[src/rtl/program_loader_pkg.sv]
// ============================================================================
//  Module   : program_loader_pkg
//  Brief    : Shared constants for the instruction-memory program loader and
//             the processor side (state encodings, sizing defaults, opcodes).
//  Revision : 1.0  initial release
// ============================================================================
`default_nettype none

package program_loader_pkg;

    // Sizing defaults
    localparam int DEPTH_DEF  = 8;
    localparam int ADDR_W_DEF = 3;
    localparam int WORD_W_DEF = 16;

    // Loader state encodings
    localparam logic [2:0] ST_IDLE = 3'd0;
    localparam logic [2:0] ST_HDR  = 3'd1;
    localparam logic [2:0] ST_HI   = 3'd2;
    localparam logic [2:0] ST_LO   = 3'd3;
    localparam logic [2:0] ST_CSUM = 3'd4;
    localparam logic [2:0] ST_DONE = 3'd5;
    localparam logic [2:0] ST_ERR  = 3'd6;

    // Non-ALU opcodes; ALU ops are every opcode with bit 3 clear
    localparam logic [3:0] OP_MVI = 4'b1000;
    localparam logic [3:0] OP_LD  = 4'b1001;
    localparam logic [3:0] OP_ST  = 4'b1010;

    // True when the opcode nibble names an instruction the processor executes
    function automatic logic opcode_legal(input logic [3:0] op);
        return (op[3] == 1'b0) || (op == OP_MVI) || (op == OP_LD) || (op == OP_ST);
    endfunction

endpackage

`default_nettype wire

[src/rtl/loader_checksum.sv]
// ============================================================================
//  Module   : loader_checksum
//  Brief    : 8-bit XOR accumulator with synchronous clear and enable.
//  Revision : 1.0  initial release
// ============================================================================
`default_nettype none

module loader_checksum
    import program_loader_pkg::*;
(
    input  logic       clk,
    input  logic       reset,
    input  logic       clr,
    input  logic       en,
    input  logic [7:0] data,
    output logic [7:0] acc
);

    logic [7:0] r_acc_q;
    logic [7:0] w_acc_d;

    // Clear has priority over accumulation
    always_comb begin
        w_acc_d = r_acc_q;
        if (clr) begin
            w_acc_d = 8'h00;
        end else if (en) begin
            w_acc_d = r_acc_q ^ data;
        end
    end

    // Accumulator register
    always_ff @(posedge clk) begin
        if (reset) begin
            r_acc_q <= 8'h00;
        end else begin
            r_acc_q <= w_acc_d;
        end
    end

    assign acc = r_acc_q;

endmodule

`default_nettype wire

[src/rtl/program_loader.sv]
// ============================================================================
//  Module   : program_loader
//  Brief    : Fills the processor's instruction memory from a byte stream:
//             header (word count N), N words high byte first, XOR checksum.
//             Holds the processor in reset until a load completes cleanly.
//  Options  : PROGRAM_LOADER_OPCODE_CHECK_EN - reject words whose opcode
//             nibble is not executable by the processor.
//  Revision : 1.0  initial release
// ============================================================================
`default_nettype none

module program_loader
    import program_loader_pkg::*;
#(
    parameter int DEPTH  = DEPTH_DEF,
    parameter int ADDR_W = ADDR_W_DEF,
    parameter int WORD_W = WORD_W_DEF
) (
    input  logic              clk,
    input  logic              reset,
    input  logic              start,
    input  logic              in_valid,
    input  logic [7:0]        in_data,
    output logic              in_ready,
    output logic              imem_we,
    output logic [ADDR_W-1:0] imem_addr,
    output logic [WORD_W-1:0] imem_wdata,
    output logic              cpu_reset,
    output logic              busy,
    output logic              done,
    output logic              error,
    output logic [3:0]        word_count
);

    localparam logic [7:0] c_DEPTH_B = 8'(DEPTH);

    logic [2:0]        r_state_q,     w_state_d;
    logic              r_we_q,        w_we_d;
    logic [ADDR_W-1:0] r_addr_q,      w_addr_d;
    logic [WORD_W-1:0] r_wdata_q,     w_wdata_d;
    logic              r_cpu_reset_q, w_cpu_reset_d;
    logic              r_done_q,      w_done_d;
    logic              r_error_q,     w_error_d;
    logic [3:0]        r_count_q,     w_count_d;
    logic [3:0]        r_n_q,         w_n_d;
    logic [7:0]        r_hi_q,        w_hi_d;

    logic              w_ready;
    logic              w_xfer;
    logic              w_acc_clr;
    logic              w_acc_en;
    logic [7:0]        w_acc;

    assign w_ready = (r_state_q == ST_HDR) || (r_state_q == ST_HI) ||
                     (r_state_q == ST_LO)  || (r_state_q == ST_CSUM);
    assign w_xfer  = in_valid && w_ready;

    loader_checksum u_checksum (
        .clk   (clk),
        .reset (reset),
        .clr   (w_acc_clr),
        .en    (w_acc_en),
        .data  (in_data),
        .acc   (w_acc)
    );

    // Session state machine: header check, word assembly, checksum verdict
    always_comb begin
        w_state_d     = r_state_q;
        w_we_d        = 1'b0;
        w_addr_d      = r_addr_q;
        w_wdata_d     = r_wdata_q;
        w_cpu_reset_d = r_cpu_reset_q;
        w_done_d      = r_done_q;
        w_error_d     = r_error_q;
        w_count_d     = r_count_q;
        w_n_d         = r_n_q;
        w_hi_d        = r_hi_q;
        w_acc_clr     = 1'b0;
        w_acc_en      = 1'b0;

        // The index moves on once the write strobe has been presented
        if (r_we_q) begin
            w_addr_d = r_addr_q + ADDR_W'(1);
        end

        case (r_state_q)
            ST_IDLE, ST_DONE, ST_ERR: begin
                if (start) begin
                    w_state_d     = ST_HDR;
                    w_done_d      = 1'b0;
                    w_error_d     = 1'b0;
                    w_count_d     = 4'd0;
                    w_addr_d      = '0;
                    w_cpu_reset_d = 1'b1;
                    w_acc_clr     = 1'b1;
                end
            end
            ST_HDR: begin
                if (w_xfer) begin
                    if ((in_data == 8'h00) || (in_data > c_DEPTH_B)) begin
                        w_state_d = ST_ERR;
                        w_error_d = 1'b1;
                    end else begin
                        w_n_d     = in_data[3:0];
                        w_acc_en  = 1'b1;
                        w_state_d = ST_HI;
                    end
                end
            end
            ST_HI: begin
                if (w_xfer) begin
`ifdef PROGRAM_LOADER_OPCODE_CHECK_EN
                    if (!opcode_legal(in_data[7:4])) begin
                        w_state_d = ST_ERR;
                        w_error_d = 1'b1;
                    end else begin
                        w_hi_d    = in_data;
                        w_acc_en  = 1'b1;
                        w_state_d = ST_LO;
                    end
`else
                    w_hi_d    = in_data;
                    w_acc_en  = 1'b1;
                    w_state_d = ST_LO;
`endif
                end
            end
            ST_LO: begin
                if (w_xfer) begin
                    w_we_d    = 1'b1;
                    w_wdata_d = WORD_W'({r_hi_q, in_data});
                    w_count_d = r_count_q + 4'd1;
                    w_acc_en  = 1'b1;
                    w_state_d = ((r_count_q + 4'd1) == r_n_q) ? ST_CSUM : ST_HI;
                end
            end
            ST_CSUM: begin
                if (w_xfer) begin
                    if (in_data == w_acc) begin
                        w_state_d     = ST_DONE;
                        w_done_d      = 1'b1;
                        w_cpu_reset_d = 1'b0;
                    end else begin
                        w_state_d = ST_ERR;
                        w_error_d = 1'b1;
                    end
                end
            end
            default: begin
                w_state_d = ST_IDLE;
            end
        endcase
    end

    // State and output registers
    always_ff @(posedge clk) begin
        if (reset) begin
            r_state_q     <= ST_IDLE;
            r_we_q        <= 1'b0;
            r_addr_q      <= '0;
            r_wdata_q     <= '0;
            r_cpu_reset_q <= 1'b1;
            r_done_q      <= 1'b0;
            r_error_q     <= 1'b0;
            r_count_q     <= 4'd0;
            r_n_q         <= 4'd0;
            r_hi_q        <= 8'h00;
        end else begin
            r_state_q     <= w_state_d;
            r_we_q        <= w_we_d;
            r_addr_q      <= w_addr_d;
            r_wdata_q     <= w_wdata_d;
            r_cpu_reset_q <= w_cpu_reset_d;
            r_done_q      <= w_done_d;
            r_error_q     <= w_error_d;
            r_count_q     <= w_count_d;
            r_n_q         <= w_n_d;
            r_hi_q        <= w_hi_d;
        end
    end

    assign in_ready   = w_ready;
    assign busy       = w_ready;
    assign imem_we    = r_we_q;
    assign imem_addr  = r_addr_q;
    assign imem_wdata = r_wdata_q;
    assign cpu_reset  = r_cpu_reset_q;
    assign done       = r_done_q;
    assign error      = r_error_q;
    assign word_count = r_count_q;

endmodule

`default_nettype wire

[config.mk]
export PLATFORM = sky130hd
export DESIGN_NAME = program_loader
export DESIGN_NICKNAME = d
export VERILOG_FILES = /design/src/rtl/program_loader_pkg.sv /design/src/rtl/loader_checksum.sv /design/src/rtl/program_loader.sv
export SDC_FILE = /design/constraint.sdc
export NUM_CORES = 1
export LEC_CHECK = 0
export ABC_AREA = 1
export CAP_MARGIN = 20
export CORE_MARGIN = 4
export CORE_UTILIZATION = 47
export CTS_CLUSTER_SIZE = 10
export DETAILED_ROUTE_END_ITERATION = 6
export GPL_ROUTABILITY_DRIVEN = 0
export HOLD_SLACK_MARGIN = 0.08
export PLACE_DENSITY = 0.77
export SLEW_MARGIN = 10
export SYNTH_ARGS = -nofsm -noshare
export SYNTH_HDL_FRONTEND = slang
export SYNTH_SLANG_ARGS = --single-unit
export TNS_END_PERCENT = 50
[constraint.sdc]
create_clock -name clk -period 1.55 [get_ports clk]
set_clock_uncertainty 0.2 [all_clocks]
set_input_delay 0.465 -clock clk [delete_from_list [all_inputs] [get_ports clk]]
set_output_delay 0.465 -clock clk [all_outputs]
set_load 0.03 [all_outputs]
==> out/metrics.yaml <==
cts:
  cts-root-buf: "clkbuf_8"
  numCtsBuffers: 5
  clk-insertion-delay-late_ns: 0.31
  cts_buffer_depth: 2
  cts_sinks: 50
  path_clk_slew_ns: 0.10
  cts_tree: "built"
  h-tree-depth: 2
  postCtsHoldBufs: 0
min_path:
  hp-start: "error$_SDFFE_PP0P_"
  holdPathEnd: "error$_SDFFE_PP0P_"
  hold_path.class: "reg -> reg"
  hold_depth: 2
timing:
  rsz0062_at_grt: "true"
  fin_setup_tns_ns: -8.146
  tightestPinTransition_ns: 0.4473
  fin_crit_ns: 1.921
  slew_viol_final: 0
  max_freq_ghz: 0.5205
  maxSlewHeadroom_pct: 70.18
  hold_violations: 0
  setup_violations: 43
  finalCritPeriodShare_pct: 123.9
  fin_ws_ns: -0.3712
status:
  violations: "setup timing"
  outcome: "finished, violations left"
worst_setup_path:
  cp_max_fo: 8
  rr_endpoint: "u_checksum.acc[4]$_SDFFE_PP0P_"
  worstPathRequired_ns: 1.60
  r2r.worst_path.cells: 9
  arrival_ns: 1.97
  reg2reg_slack_ns: -0.37
  endpoint_kind: "flip-flop"
  cp-startpoint: "r_state_q[2]$_SDFFE_PP0P_"
  start_kind: "flip-flop"
  path_class: "reg -> reg"
  r2r-start: "r_state_q[2]$_SDFFE_PP0P_"
routing:
  wire_per_inst_microns: 15.32
  antenna_left: 0
  drt-pass1-iter-count: 4
  vias: 2581
  routed_wl_mm: 7.566
  dr.first_iter.drc_count: 137
  vias_per_cell: 5.225
  drc: 0
pwr:
  pwr-share-comb_pct: 56.0
  clock_power_share_pct: 14.1
  power.share.sequential_pct: 29.8
  switchingPower_mw: 2.403
  vdd_drop_max_v: 0.0009877
  power_density_mw_per_mm2: 1493
  p_int_mw: 3.132
  switching_share_pct: 43.41
  p_leak_nw: 1.624
floorplan:
  initial_core_util_pct: 48.26
  core_sq_mm: 0.004723
  num_rows: 25
  dieWidth_microns: 77.65
  die_y_microns: 77.65
  dieArea_sq_mm: 0.006029
  ioPinCount: 41
final_layout:
  final_cells: 494
  fin_area_sq_mm: 0.003707
  final_net_count: 440
  drive_gt1_share_pct: 45.43
  layout_commonest_cell: "buf_4"
  layout_common_cells: "70 x buf_4, 55 x nand2_1, 39 x dfxtp_1"
  area_delta_synth_final_pct: 62.62
  antenna_cells: 0
  final_util_pct: 78.49
synth:
  yosys_warnings: 0
  ys_seq_area_share_pct: 43.91
  synth_largest_area_cell: "dfxtp_1"
  synth.net_count: 338
  syn_area_sq_mm: 0.002280
  synth_edf_count: 0
  ys.flop_type: "dfxtp_1"
  synthCells: 324
  ys_types: 24
  synth_area_per_cell_sq_um: 7.036
  async_flop_share_pct: 0
  synthTopCellsByArea: "dfxtp_1 44%, nand2_1 11%, o21ai_0 8.6%"
  netlist.area_leader.share_pct: 43.91
  ys_seq_elements: 50
job:
  cap_violations: 0
global_routing:
  antenna_found_initial: 0
  grt_pass1_wl_mm: 10.28
  track_usage_pct: 21.04
  first_global_vias: 2348
  grt_max_degree: 24
  grt-ovfl-total: 0
place:
  portBuffers: 40
  dpl.hpwl_mm: 4.202
  place_ws_ns: -0.7140
  placed_cells: 470
  placed_area_sq_mm: 0.003090
## per-layer routing
metal / vias up / share of wire, % / global-route usage, % / wire length (microns)
li1: 1254 / - / - / -
met1: 1198 / 39 / 25.29 / 2931
met2: 101 / 52 / 35.87 / 3951
met3: 28 / 5.2 / 4.524 / 394
met4: 0 / 3.8 / 9.253 / 288
met5: - / 0 / 0 / 0
## worst max path at each step
| stage | cells after the start | slack [ns] | endpoint |
|---|---|---|---|
| after floorplan | 5 | -0.16 | in_ready |
| final | 9 | -0.37 | u_checksum.acc[4]$_SDFFE_PP0P_ |
| after CTS | 4 | -0.28 | busy |
| after global routing | 9 | -0.41 | u_checksum.acc[4]$_SDFFE_PP0P_ |
| after global placement | 8 | -0.67 | u_checksum.acc[6]$_SDFFE_PP0P_ |
| after detailed placement | 8 | -0.71 | u_checksum.acc[6]$_SDFFE_PP0P_ |
## repair_timing
item,in CTS,in global routing
pin swaps,16,21
gates resized for setup,58,90
setup buffers,9,7
gates cloned,0,1
setup endpoints to repair,56,57
## synthesized netlist by cell type (3+ instances only)
master and instances:
xnor2_1 3, clkbuf_1 4, nor2_1 41, nand4_1 4, o21ai_0 39, inv_2 4, dfxtp_1 50, inv_1 38
a21oi_1 36, nand2_1 64, nand3_1 20
## per-stage QoR
stage | total power [mW] | hold WS (ns)
final | 5.535 | 0.2641
after global routing | 5.793 | 0.2912
after CTS | 4.577 | 0.2589
after detailed placement | 3.559 | 0.2449
after global placement | 3.522 | 0.2366
after floorplan | 2.876 | 0.2437
## critical path: stages, from the launching register on
cell and delay (ns):
dfxtp_4 0.41, inv_4 0.05, nor3_4 0.23, nor2_4 0.07, buf_6 0.14, nor2_4 0.15, inv_2 0.08, a21oi_4 0.27
nand3_2 0.12, a21oi_2 0.12
## final cells by class
type / instances / area, sq um
multi-input combinational: 224 / 1411
sequential: 50 / 1032
fill: 296 / 1016
timing repair buffer: 103 / 912.1
inverter: 42 / 177.7
tap: 67 / 83.83
clock buffer: 5 / 68.82
clock inverter: 3 / 21.27
## state kept, by name (all words and copies together) (netlist names)
| signal | cells |
|---|---|
| word_count | 4 |
| r_hi_q | 8 |
| imem_addr | 3 |
| u_checksum.acc | 8 |
| r_n_q | 4 |
| imem_we | 1 |
| done | 1 |
| error | 1 |
| cpu_reset | 1 |
| r_state_q | 3 |
| imem_wdata | 16 |
## power groups by stage
stage | Sequential (mW) | Combinational [mW] | Clock, mW
3_3_place_gp | 1.61 | 1.91 | 0
3_5_place_dp | 1.62 | 1.94 | 0
4_1_cts | 1.62 | 2.17 | 0.790
5_1_grt | 1.67 | 3.28 | 0.843
2_1_floorplan | 1.76 | 1.12 | 0
6_report | 1.65 | 3.10 | 0.783
## cell families (layout without fill, tap and decap cells)
logic type / Yosys count / count (layout) / share of synthesized area (%)
AOI/OAI and AO/OA: 78 / 78 / 17.62
xor gates and xnor gates: 4 / 4 / 1.537
adders and majority gates: 2 / 2 / 1.098
buffers and inverters: 50 / 153 / 8.671
DFF: 50 / 50 / 43.91
muxes: 1 / 1 / 0.4391
and+or+nand+nor: 139 / 139 / 26.73
(Power assumes the default switching activity.)
